$ cat config.mk
export PLATFORM = sky130hd
export DESIGN_NAME = bmp_stream_parser
export DESIGN_NICKNAME = d
export VERILOG_FILES = /design/src/rtl/bmp_stream_parser_pkg.sv /design/src/rtl/bmp_stream_parser_addr_gen.sv /design/src/rtl/bmp_stream_parser.sv
export SDC_FILE = /design/constraint.sdc
export NUM_CORES = 1
export LEC_CHECK = 0
export BUFFER_PORTS_ARGS = -buffer_cell sky130_fd_sc_hd__buf_2
export CAP_MARGIN = 0
export CORE_ASPECT_RATIO = 1.5
export CORE_UTILIZATION = 55
export CTS_BUF_LIST = sky130_fd_sc_hd__clkbuf_16
export DETAILED_ROUTE_END_ITERATION = 10
export PLACE_DENSITY = 0.73
export REMOVE_ABC_BUFFERS = 1
export SYNTH_ARGS = -nofsm -noshare
export SYNTH_HDL_FRONTEND = slang
export SYNTH_SLANG_ARGS = --single-unit
export TNS_END_PERCENT = 5
$ cat constraint.sdc
create_clock -name clk -period 12.7 [get_ports clk]
set_input_delay 0.635 -clock clk [delete_from_list [all_inputs] [get_ports clk]]
set_output_delay 0.635 -clock clk [all_outputs]
set_load 0.01 [all_outputs]
$ cat src/rtl/bmp_stream_parser_pkg.sv
// rtl/bmp_stream_parser_pkg.sv - header offsets, error/status codes and parser state type
package bmp_stream_parser_pkg;

    // Byte indices of the little-endian BMP header fields
    localparam logic [31:0] OFF_SIG        = 32'd0;
    localparam logic [31:0] OFF_PIX_OFFSET = 32'd10;
    localparam logic [31:0] OFF_WIDTH      = 32'd18;
    localparam logic [31:0] OFF_HEIGHT     = 32'd22;
    localparam logic [31:0] OFF_BPP        = 32'd28;
    localparam logic [31:0] OFF_COMP       = 32'd30;
    localparam logic [31:0] HDR_LEN        = 32'd54;

    localparam logic [2:0] ERR_NONE   = 3'd0;
    localparam logic [2:0] ERR_SIG    = 3'd1;
    localparam logic [2:0] ERR_BPP    = 3'd2;
    localparam logic [2:0] ERR_COMP   = 3'd3;
    localparam logic [2:0] ERR_WIDTH  = 3'd4;
    localparam logic [2:0] ERR_HEIGHT = 3'd5;
    localparam logic [2:0] ERR_OFFSET = 3'd6;

    // Codes shown on the 7-segment display
    localparam logic [3:0] STAT_IDLE    = 4'h0;
    localparam logic [3:0] STAT_HEADER  = 4'h2;
    localparam logic [3:0] STAT_LOADING = 4'h3;
    localparam logic [3:0] STAT_DONE    = 4'h4;
    localparam logic [3:0] STAT_ERROR   = 4'hE;

    typedef enum logic [2:0] {
        S_HDR,
        S_SKIP,
        S_PIXEL,
        S_PAD,
        S_DONE,
        S_ERR
    } state_t;

    // Magnitude of a two's complement header field
    function automatic logic [31:0] abs32(input logic [31:0] v);
        return v[31] ? (~v + 32'd1) : v;
    endfunction

endpackage

$ cat src/rtl/bmp_stream_parser_addr_gen.sv
// rtl/bmp_stream_parser_addr_gen.sv - column/row counters and framebuffer row base stepping
module bmp_addr_gen #(
    parameter int H_ACTIVE   = 640,
    parameter int ADDR_WIDTH = 19
) (
    input  logic                  clk,
    input  logic                  rst,
    input  logic                  start,
    input  logic                  pixel_strobe,
    input  logic [11:0]           width,
    input  logic [11:0]           height,
    input  logic                  bottom_up,
    output logic [ADDR_WIDTH-1:0] addr,
    output logic                  row_end,
    output logic                  last_pixel
);

    localparam logic [ADDR_WIDTH-1:0] STRIDE = ADDR_WIDTH'(H_ACTIVE);

    logic [11:0]           r_col;
    logic [11:0]           r_row;
    logic [11:0]           r_width;
    logic [11:0]           r_height;
    logic                  r_bottom_up;
    logic [ADDR_WIDTH-1:0] r_row_base;

    // Latch geometry on start, then advance one pixel per strobe, wrapping rows
    always_ff @(posedge clk or posedge rst) begin
        if (rst) begin
            r_col       <= '0;
            r_row       <= '0;
            r_width     <= '0;
            r_height    <= '0;
            r_bottom_up <= 1'b0;
            r_row_base  <= '0;
        end else if (start) begin
            r_col       <= '0;
            r_row       <= '0;
            r_width     <= width;
            r_height    <= height;
            r_bottom_up <= bottom_up;
            r_row_base  <= bottom_up ? ADDR_WIDTH'(height - 12'd1) * STRIDE : '0;
        end else if (pixel_strobe) begin
            if (row_end) begin
                r_col      <= '0;
                r_row      <= r_row + 12'd1;
                r_row_base <= r_bottom_up ? (r_row_base - STRIDE) : (r_row_base + STRIDE);
            end else begin
                r_col <= r_col + 12'd1;
            end
        end
    end

    assign row_end    = (r_col == r_width - 12'd1);
    assign last_pixel = row_end && (r_row == r_height - 12'd1);
    assign addr       = r_row_base + ADDR_WIDTH'(r_col);

endmodule

$ cat src/rtl/bmp_stream_parser.sv
// rtl/bmp_stream_parser.sv - BMP header check and 24-bit pixel unpacking into framebuffer writes
module bmp_stream_parser
    import bmp_stream_parser_pkg::*;
#(
    parameter int H_ACTIVE   = 640,
    parameter int V_ACTIVE   = 480,
    parameter int ADDR_WIDTH = 19
) (
    input  logic                  clk,
    input  logic                  rst,
    input  logic                  in_valid,
    input  logic [7:0]            in_byte,
    output logic                  wr_en,
    output logic [ADDR_WIDTH-1:0] wr_addr,
    output logic [23:0]           wr_data,
    output logic [11:0]           img_width,
    output logic [11:0]           img_height,
    output logic                  done,
    output logic                  error,
    output logic [2:0]            err_code,
    output logic [3:0]            status
);

    state_t                r_state;
    logic [31:0]           r_cnt;
    logic                  r_sig_ok;
    logic [31:0]           r_offset;
    logic [31:0]           r_width;
    logic [31:0]           r_height;
    logic [15:0]           r_bpp;
    logic [31:0]           r_comp;
    logic [1:0]            r_phase;
    logic [7:0]            r_b;
    logic [7:0]            r_g;
    logic [1:0]            r_pad;
    logic                  r_wr_en;
    logic [ADDR_WIDTH-1:0] r_wr_addr;
    logic [23:0]           r_wr_data;
    logic [11:0]           r_img_w;
    logic [11:0]           r_img_h;
    logic                  r_done;
    logic                  r_error;
    logic [2:0]            r_err_code;
    logic [3:0]            r_status;

    logic [31:0]           w_abs_h;
    logic [2:0]            w_err;
    logic                  w_start;
    logic                  w_pix_strobe;
    logic [ADDR_WIDTH-1:0] w_addr;
    logic                  w_row_end;
    logic                  w_last_pixel;

    assign w_abs_h = abs32(r_height);

    // Header checks in priority order; all fields are settled before byte 53 arrives
    always_comb begin
        w_err = ERR_NONE;
        if (!r_sig_ok)
            w_err = ERR_SIG;
        else if (r_bpp != 16'd24)
            w_err = ERR_BPP;
        else if (r_comp != 32'd0)
            w_err = ERR_COMP;
        else if (r_width == 32'd0 || r_width > 32'(H_ACTIVE))
            w_err = ERR_WIDTH;
        else if (w_abs_h == 32'd0 || w_abs_h > 32'(V_ACTIVE))
            w_err = ERR_HEIGHT;
        else if (r_offset < HDR_LEN)
            w_err = ERR_OFFSET;
    end

    assign w_start      = (r_state == S_HDR) && in_valid && (r_cnt == HDR_LEN - 32'd1) && (w_err == ERR_NONE);
    assign w_pix_strobe = (r_state == S_PIXEL) && in_valid && (r_phase == 2'd2);

    bmp_addr_gen #(
        .H_ACTIVE   (H_ACTIVE),
        .ADDR_WIDTH (ADDR_WIDTH)
    ) u_addr_gen (
        .clk          (clk),
        .rst          (rst),
        .start        (w_start),
        .pixel_strobe (w_pix_strobe),
        .width        (r_width[11:0]),
        .height       (w_abs_h[11:0]),
        .bottom_up    (~r_height[31]),
        .addr         (w_addr),
        .row_end      (w_row_end),
        .last_pixel   (w_last_pixel)
    );

    // Parser FSM: header capture, offset skip, BGR unpack, row padding, sticky end states
    always_ff @(posedge clk or posedge rst) begin
        if (rst) begin
            r_state    <= S_HDR;
            r_cnt      <= '0;
            r_sig_ok   <= 1'b0;
            r_offset   <= '0;
            r_width    <= '0;
            r_height   <= '0;
            r_bpp      <= '0;
            r_comp     <= '0;
            r_phase    <= '0;
            r_b        <= '0;
            r_g        <= '0;
            r_pad      <= '0;
            r_wr_en    <= 1'b0;
            r_wr_addr  <= '0;
            r_wr_data  <= '0;
            r_img_w    <= '0;
            r_img_h    <= '0;
            r_done     <= 1'b0;
            r_error    <= 1'b0;
            r_err_code <= ERR_NONE;
            r_status   <= STAT_IDLE;
        end else begin
            r_wr_en <= 1'b0;
            case (r_state)
                S_HDR: if (in_valid) begin
                    r_cnt    <= r_cnt + 32'd1;
                    r_status <= STAT_HEADER;
                    case (r_cnt)
                        OFF_SIG:                r_sig_ok <= (in_byte == 8'h42);
                        OFF_SIG + 32'd1:        r_sig_ok <= r_sig_ok && (in_byte == 8'h4D);
                        OFF_PIX_OFFSET:         r_offset[7:0]   <= in_byte;
                        OFF_PIX_OFFSET + 32'd1: r_offset[15:8]  <= in_byte;
                        OFF_PIX_OFFSET + 32'd2: r_offset[23:16] <= in_byte;
                        OFF_PIX_OFFSET + 32'd3: r_offset[31:24] <= in_byte;
                        OFF_WIDTH:              r_width[7:0]    <= in_byte;
                        OFF_WIDTH + 32'd1:      r_width[15:8]   <= in_byte;
                        OFF_WIDTH + 32'd2:      r_width[23:16]  <= in_byte;
                        OFF_WIDTH + 32'd3:      r_width[31:24]  <= in_byte;
                        OFF_HEIGHT:             r_height[7:0]   <= in_byte;
                        OFF_HEIGHT + 32'd1:     r_height[15:8]  <= in_byte;
                        OFF_HEIGHT + 32'd2:     r_height[23:16] <= in_byte;
                        OFF_HEIGHT + 32'd3:     r_height[31:24] <= in_byte;
                        OFF_BPP:                r_bpp[7:0]      <= in_byte;
                        OFF_BPP + 32'd1:        r_bpp[15:8]     <= in_byte;
                        OFF_COMP:               r_comp[7:0]     <= in_byte;
                        OFF_COMP + 32'd1:       r_comp[15:8]    <= in_byte;
                        OFF_COMP + 32'd2:       r_comp[23:16]   <= in_byte;
                        OFF_COMP + 32'd3:       r_comp[31:24]   <= in_byte;
                        HDR_LEN - 32'd1: begin
                            if (w_err != ERR_NONE) begin
                                r_state    <= S_ERR;
                                r_error    <= 1'b1;
                                r_err_code <= w_err;
                                r_status   <= STAT_ERROR;
                            end else begin
                                r_state  <= (r_offset == HDR_LEN) ? S_PIXEL : S_SKIP;
                                r_status <= STAT_LOADING;
                                r_img_w  <= r_width[11:0];
                                r_img_h  <= w_abs_h[11:0];
                                r_phase  <= 2'd0;
                            end
                        end
                        default: ;
                    endcase
                end
                S_SKIP: if (in_valid) begin
                    r_cnt <= r_cnt + 32'd1;
                    if (r_cnt == r_offset - 32'd1)
                        r_state <= S_PIXEL;
                end
                S_PIXEL: if (in_valid) begin
                    case (r_phase)
                        2'd0: begin
                            r_b     <= in_byte;
                            r_phase <= 2'd1;
                        end
                        2'd1: begin
                            r_g     <= in_byte;
                            r_phase <= 2'd2;
                        end
                        default: begin
                            r_phase   <= 2'd0;
                            r_wr_en   <= 1'b1;
                            r_wr_addr <= w_addr;
                            r_wr_data <= {in_byte, r_g, r_b};
                            if (w_last_pixel) begin
                                r_state  <= S_DONE;
                                r_done   <= 1'b1;
                                r_status <= STAT_DONE;
                            end else if (w_row_end && r_width[1:0] != 2'd0) begin
                                r_state <= S_PAD;
                                r_pad   <= r_width[1:0];
                            end
                        end
                    endcase
                end
                S_PAD: if (in_valid) begin
                    r_pad <= r_pad - 2'd1;
                    if (r_pad == 2'd1)
                        r_state <= S_PIXEL;
                end
                default: ;
            endcase
        end
    end

    assign wr_en      = r_wr_en;
    assign wr_addr    = r_wr_addr;
    assign wr_data    = r_wr_data;
    assign img_width  = r_img_w;
    assign img_height = r_img_h;
    assign done       = r_done;
    assign error      = r_error;
    assign err_code   = r_err_code;
    assign status     = r_status;

endmodule

== Yosys cells after proc, flatten, opt, wreduce, memory -nomap -nowiden ==
Index checks and enable logic that the tools add are counted.

* $add $sub $neg: 12
* $mul: 1
* $lt $le $gt $ge: 3
* Equality and inequality tests: 46
* Multiplexer cells: 54
* Bitwise operators: 4
* Reduce and logical (&&, ||, !) cells: 58

{| class="wikitable"
|+ Operator list
! cell !! number
|-
| $eq A32 B5 Y1 const B || 12
|-
| $eq A32 B4 Y1 const B || 4
|-
| $eq A32 B6 Y1 const B || 4
|-
| $logic_not A32 Y1 || 3
|-
| $mux W19 || 5
|-
| $mux W12 || 6
|-
| $reduce_and A3 Y1 || 22
|-
| $add A32 B1 Y32 const B || 2
|-
| $mux W3 || 17
|-
| $eq A32 B1 Y1 const B || 1
|-
| $eq A32 B32 Y1 || 1
|-
| $gt A32 B10 Y1 const B || 1
|-
| $gt A32 B9 Y1 const B || 1
|-
| $lt A32 B6 Y1 const B || 1
|-
| $mux W32 || 1
|-
| $not A32 Y32 || 1
|-
| $reduce_bool A32 Y1 || 1
|-
| $sub A32 B1 Y32 const B || 1
|-
| $add A12 B1 Y12 const B || 2
|-
| $eq A12 B12 Y1 || 2
|-
| $mux W4 || 6
|-
| $sub A12 B1 Y12 const B || 2
|-
| $mux W2 || 10
|-
| $add A19 B10 Y19 const B || 1
|-
| other kinds (33) || 71
|}

* Bits in registers: 345
* Input port bits: 11
* Output and inout bits: 77

== Depth between registers and ports, before layout ==
* Depth after elaboration: 15
* Gate-level depth with buffers: 20
* Mapped depth without buffers: 20

== Modules after synthesis ==
A second synthesis with hierarchy kept.

* Cells, all modules: 1801
* Area total of the unflattened synthesis: 18472.7 um^2

{| class="wikitable"
|+ Modules (own cells, without submodules)
! module !! times used !! cells each !! area each (um^2) !! seq. area each (um^2)
|-
| bmp_stream_parser || 1 || 1262 || 13650.6 || 6931.6
|-
| bmp_addr_gen || 1 || 539 || 4822.1 || 1526.5
|}

== Least setup slack after synthesis ==
OpenSTA, ideal clock, no wires.

* Kind: flip-flop to flip-flop
* Start: register r_height[0]
* End: register u_addr_gen.r_row_base[18]
* Library setup time: 0.123 ns
* Data arrival time: 3.964 ns
* Path slack: 8.613 ns
* Cell stages (with the launch flop): 21
* Path buffers: 1
* Cell sequence: dfrtp_1 -> inv_1 -> ha_1 -> buf_2 -> or3b_2 -> a211oi_1 -> and4_1 -> nor3_1 -> a31oi_1 -> o21ai_0 -> xnor2_1 -> ha_1 -> ha_1 -> o21ai_0 -> a21oi_1 -> o21ai_0 -> nand2b_1 -> a21o_1 -> a21oi_1 -> xnor2_1 -> o21ai_1

* Word-level cells in the longest chain between the ends: 14
* Elaborated cells between the ends (all ways): 20

{| class="wikitable"
|+ Ends and longest elaborated chain
! item !! RTL line !! text
|-
| from (decl) || bmp_stream_parser.sv:29 || <nowiki>logic [31:0] r_height;</nowiki>
|-
| from (signal assigned) || bmp_stream_parser.sv:133 || <nowiki>OFF_HEIGHT: r_height[7:0] <= in_byte;</nowiki>
|-
| $not A32 Y32 || bmp_stream_parser_pkg.sv:39 || <nowiki>return v[31] ? (~v + 32'd1) : v;</nowiki>
|-
| $add A32 B1 Y32 || bmp_stream_parser_pkg.sv:39 ||
|-
| $mux W32 * || bmp_stream_parser_pkg.sv:39 ||
|-
| branches (longest 11 deep; another with $mul A19 B3 Y12) || - ||
|-
| to (signal assigned) || bmp_stream_parser_addr_gen.sv:42 || <nowiki>r_row_base <= bottom_up ? ADDR_WIDTH'(height - 12'd1) * STRIDE : '0;</nowiki>
|-
| to (signal assigned) || bmp_stream_parser_addr_gen.sv:47 || <nowiki>r_row_base <= r_bottom_up ? (r_row_base - STRIDE) : (r_row_base + STRIDE);</nowiki>
|-
| to (decl) || bmp_stream_parser_addr_gen.sv:25 || <nowiki>logic [ADDR_WIDTH-1:0] r_row_base;</nowiki>
|}

Mark *: on every way between the ends.
A chain may end at the register's enable or synchronous reset.

== Worst setup path in the final report ==
* Start: register r_height[0]
* End: register u_addr_gen.r_col[7]

* Word-level cells in the longest chain between the ends: 13
* Elaborated cells between the ends (all ways): 15

{| class="wikitable"
|+ Ends and longest elaborated chain
! item !! RTL line !! text
|-
| $not A32 Y32 || bmp_stream_parser_pkg.sv:39 ||
|-
| $add A32 B1 Y32 || bmp_stream_parser_pkg.sv:39 ||
|-
| $mux W32 * || bmp_stream_parser_pkg.sv:39 ||
|-
| $gt A32 B9 Y1 or $logic_not A32 Y1 (tied branches) || bmp_stream_parser.sv:67 || <nowiki>else if (w_abs_h == 32'd0 || w_abs_h > 32'(V_ACTIVE))</nowiki>
|-
| $logic_or A1 B1 Y1 * || bmp_stream_parser.sv:67 ||
|-
| $mux W3 * || bmp_stream_parser.sv:67 ||
|-
| $mux W3 * || bmp_stream_parser.sv:65 || <nowiki>else if (r_width == 32'd0 || r_width > 32'(H_ACTIVE))</nowiki>
|-
| $mux W3 * || bmp_stream_parser.sv:63 || <nowiki>else if (r_comp != 32'd0)</nowiki>
|-
| $mux W3 * || bmp_stream_parser.sv:61 || <nowiki>else if (r_bpp != 16'd24)</nowiki>
|-
| $mux W3 * || bmp_stream_parser.sv:59 || <nowiki>if (!r_sig_ok)</nowiki>
|-
| $logic_not A3 Y1 * || bmp_stream_parser.sv:73 || <nowiki>assign w_start = (r_state == S_HDR) && in_valid && (r_cnt == HDR_LEN - 32'd1) && (w_err == ERR_NONE);</nowiki>
|-
| $logic_and A1 B1 Y1 * || bmp_stream_parser.sv:73 ||
|-
| $mux W12 or $reduce_bool A2 Y1 (tied branches) || - ||
|-
| to (signal assigned) || bmp_stream_parser_addr_gen.sv:49 || <nowiki>r_col <= r_col + 12'd1;</nowiki>
|-
| to (decl) || bmp_stream_parser_addr_gen.sv:20 || <nowiki>logic [11:0] r_col;</nowiki>
|}

Every way passes the cells marked *; elsewhere a longest branch is shown, timed or not.

==> flow_metrics.py <==
metrics = {
    "routing": {
        "met3_length_mm": 1.57,
        "wl_mm": 44.7,
        "met1_length_mm": 17.7,
        "post_drt_wl_per_cell_um": 19.4,
        "detail-route-antenna-nets": 0,
        "wl_met2_mm": 23.0,
        "dr.max_layer_used": "met4",
        "vias": 14100,
        "drc": 0,
        "drt_iter0_drc": 836,
        "drt_pass1_iterations": 5,
        "vias_per_cell": 6.10,
    },
    "pwr": {
        "vdd_drop_max_mv": 0.109,
        "sw_frac_of_total": 0.246,
        "p_clk_frac": 0.434,
        "power.switching_mw": 0.555,
        "seqPwrFrac": 0.506,
        "p_leak_nw": 10.1,
        "p_int_mw": 1.70,
        "powerDensity_nw_per_um2": 112,
        "comb_power_share": 0.060,
    },
    "critical_path": {
        "cp-end-kind": "flop",
        "crit_required_ns": 13.18,
        "start_kind": "flop",
        "critPathSlowestCell": "buf_4",
        "crit_type": "reg2reg",
        "slowest_delay_ns": 0.70,
        "arrival_ns": 5.42,
        "critical_path_peak_fanout": 83,
        "timing.critical_path.cells": "inv_1 -> ha_1 -> or4b_1 -> nor3_2 -> a211o_1 -> o21ai_0 -> or3_1 -> or4_4 -> nor3_4 -> buf_4 -> nor2_1 -> a32o_1",
        "rr_startpoint": "r_height[0]",
        "setup.worst_path.start": "r_height[0]",
        "cp_top_family": "simple AND/OR/NAND/NOR gates",
        "crit_buf_inv": 2,
    },
    "synth": {
        "syn_area_um2": 18400,
        "synth_edf_count": 0,
        "ys_async_sr_fraction": 1.00,
        "synth_top_area_frac": 0.459,
        "yosysWarnings": 0,
        "synth_seq_cells": 338,
        "synth_cells": 1826,
        "synth.distinct_cells": 88,
        "ys.flop_type": "dfrtp_1",
        "synth_top_area_cell": "dfrtp_1",
        "yosysSeqAreaShare": 0.459,
        "synth_area_leaders": "dfrtp_1, mux2_2, nand2_1, xnor2_1, xor2_1",
        "syn_area_per_cell_um2": 10.1,
    },
    "grt": {
        "grt_pass1_vias": 14200,
        "grt_pass1_wl_mm": 72.6,
        "antenna_found_initial": 0,
        "grt_max_degree": 128,
        "overflow": 0,
        "grt_usage": 0.270,
    },
    "clocking": {
        "tritoncts": "built",
        "cts.sinks": 338,
        "clk_pin_slew_worst_paths_ns": 0.07,
        "cts.repair.resized": 0,
        "cts_buffer_depth": 3,
        "ctsHoldBuffers": 0,
        "root_buffer": "clkbuf_16",
        "clk_latency_ns": 0.60,
        "cts_setup_buffers": 0,
        "htreeDepth": 1,
        "cts_buffers": 31,
    },
    "finish": {
        "final_cell_mix": "dfrtp_1, nand2_1, mux2_2",
        "final_util": 0.614,
        "area_growth_pct": 9.43,
        "final_common_cell": "dfrtp_1",
        "diodes": 0,
        "final_nets": 1926,
        "drive_gt1_frac": 0.188,
    },
    "die": {
        "die_height_um": 226,
        "coreArea_um2": 32800,
        "start_util": 0.561,
        "core.rowCount": 81,
        "ioPinCount": 88,
        "die_w_um": 151,
        "dieArea_um2": 34300,
    },
    "timing": {
        "max_freq_ghz": 0.202,
        "setup_viol": 0,
        "rsz0062_at_grt": "no",
        "period_share": 0.389,
        "max_slew_margin": 0.222,
        "skew_ns": 0.0188,
        "final_max_slew_viol_count": 0,
        "fin_tns_setup_ns": 0,
        "finalHoldViolCount": 0,
        "min_period_ns": 4.94,
        "worst_pin_slew_ns": 1.16,
    },
    "status": {
        "status": "completed",
    },
    "worst_hold_path": {
        "hp-class": "in2async",
    },
    "place": {
        "portBuffers": 87,
        "gp_congestion": 0.888,
        "hpwl_mm": 31.1,
    },
    "flow_run": {
        "maxCapViolations": 0,
    },
}
-- power groups by stage --
| stage | Clock (mW) | Combinational (mW) | Sequential (mW) |
|---|---|---|---|
| 5_1_grt | 1.04 | 0.152 | 1.15 |
| 3_3_place_gp | 0 | 0.132 | 1.16 |
| 3_5_place_dp | 0 | 0.136 | 1.16 |
| 2_1_floorplan | 0 | 0.0904 | 1.15 |
| 4_1_cts | 0.998 | 0.137 | 1.14 |
| 6_report | 0.979 | 0.136 | 1.14 |
-- cells in the mapped netlist (4+ instances only) --
cell type and number:
buf_1 4, o21a_1 9, nand2b_1 19, nand4_1 32, o2111ai_1 8, o31ai_1 7, a32o_1 6, and3b_1 4
nand3_1 58, mux2_2 178, xnor2_1 90, and3_1 21, o21ai_0 74, inv_1 62, nor2b_1 23, or4_1 22
nor3_1 53, a21o_1 11, nor4b_1 7, xor2_1 66, buf_2 8, dfrtp_1 338, nor2_1 102, mux2i_1 9
or2_2 7, nor3b_1 7, and2_1 12, o31a_1 5, clkbuf_1 72, nand3b_1 6, o21bai_1 5, a211oi_1 8
or3_1 21, a31oi_1 17, nand2_1 214, o211ai_1 10, a21oi_1 52, nor4_1 45, ha_1 45
-- state kept, by name (all words and copies together) (netlist names), 16 cells and up --
name / count
wr_addr: 19
r_width: 32
r_height: 32
r_bpp: 16
wr_data: 24
r_cnt: 32
r_offset: 32
r_comp: 32
-- routing by layer --
layer / GRT usage / vias up
met3: 0.0269 / 129
met5: 0 / -
met2: 0.481 / 338
met4: 0.141 / 0
li1: - / 6619
met1: 0.316 / 7004
-- kinds of logic after synthesis --
group / after synthesis / synth area share
DFF: 338 / 0.459
xor gates and xnor gates: 157 / 0.0754
muxes: 190 / 0.116
adders and majority gates: 47 / 0.0327
buffers and inverters: 152 / 0.0329
AOI/OAI and AO/OA: 267 / 0.0968
and+or+nand+nor: 675 / 0.188
-- stage by stage --
step	power (mW)	cell area [um^2]	setup WS (ns)	hold WS, ns	cells
after global routing	2.33	20200	7.46	0.284	2308
after CTS	2.28	20200	7.81	0.252	2308
final	2.26	20200	7.76	0.211	2308
after floorplan	1.24	18100	2.70	0.433	1737
after global placement	1.29	19100	7.94	0.436	2250
after detailed placement	1.30	19100	7.84	0.443	2250
-- layout make-up --
| type | instances | area, um^2 |
|---|---|---|
| multi-input combinational | 1336 | 9370 |
| inverter | 63 | 244 |
| sequential | 338 | 8460 |
| clock inverter | 27 | 277 |
| timing repair buffer | 98 | 518 |
| clock buffer | 31 | 776 |
| fill | 2731 | 12700 |
| tap | 415 | 519 |
-- worst reg2reg max path, stage by stage (launching register included) --
cell and delay [ns]:
dfrtp_1 0.45, inv_1 0.16, ha_1 0.34, or4b_1 0.67, nor3_2 0.44, a211o_1 0.18
o21ai_0 0.12, or3_1 0.39, or4_4 0.56, nor3_4 0.18, buf_4 0.70, nor2_1 0.35
a32o_1 0.29
-- worst paths after layout --
kind                       depth (start not counted)  slack [ns]                   to
max reg2reg                                       12        7.76  u_addr_gen.r_col[7]
max in group asynchronous                          4       10.11           r_comp[16]
min                                                2        0.21             r_bpp[3]
max                                               12        7.76  u_addr_gen.r_col[7]
min in group clk                                   1        0.45                 done
min reg2reg                                        1        0.45                 done
Power figures use the tool's default switching activity.
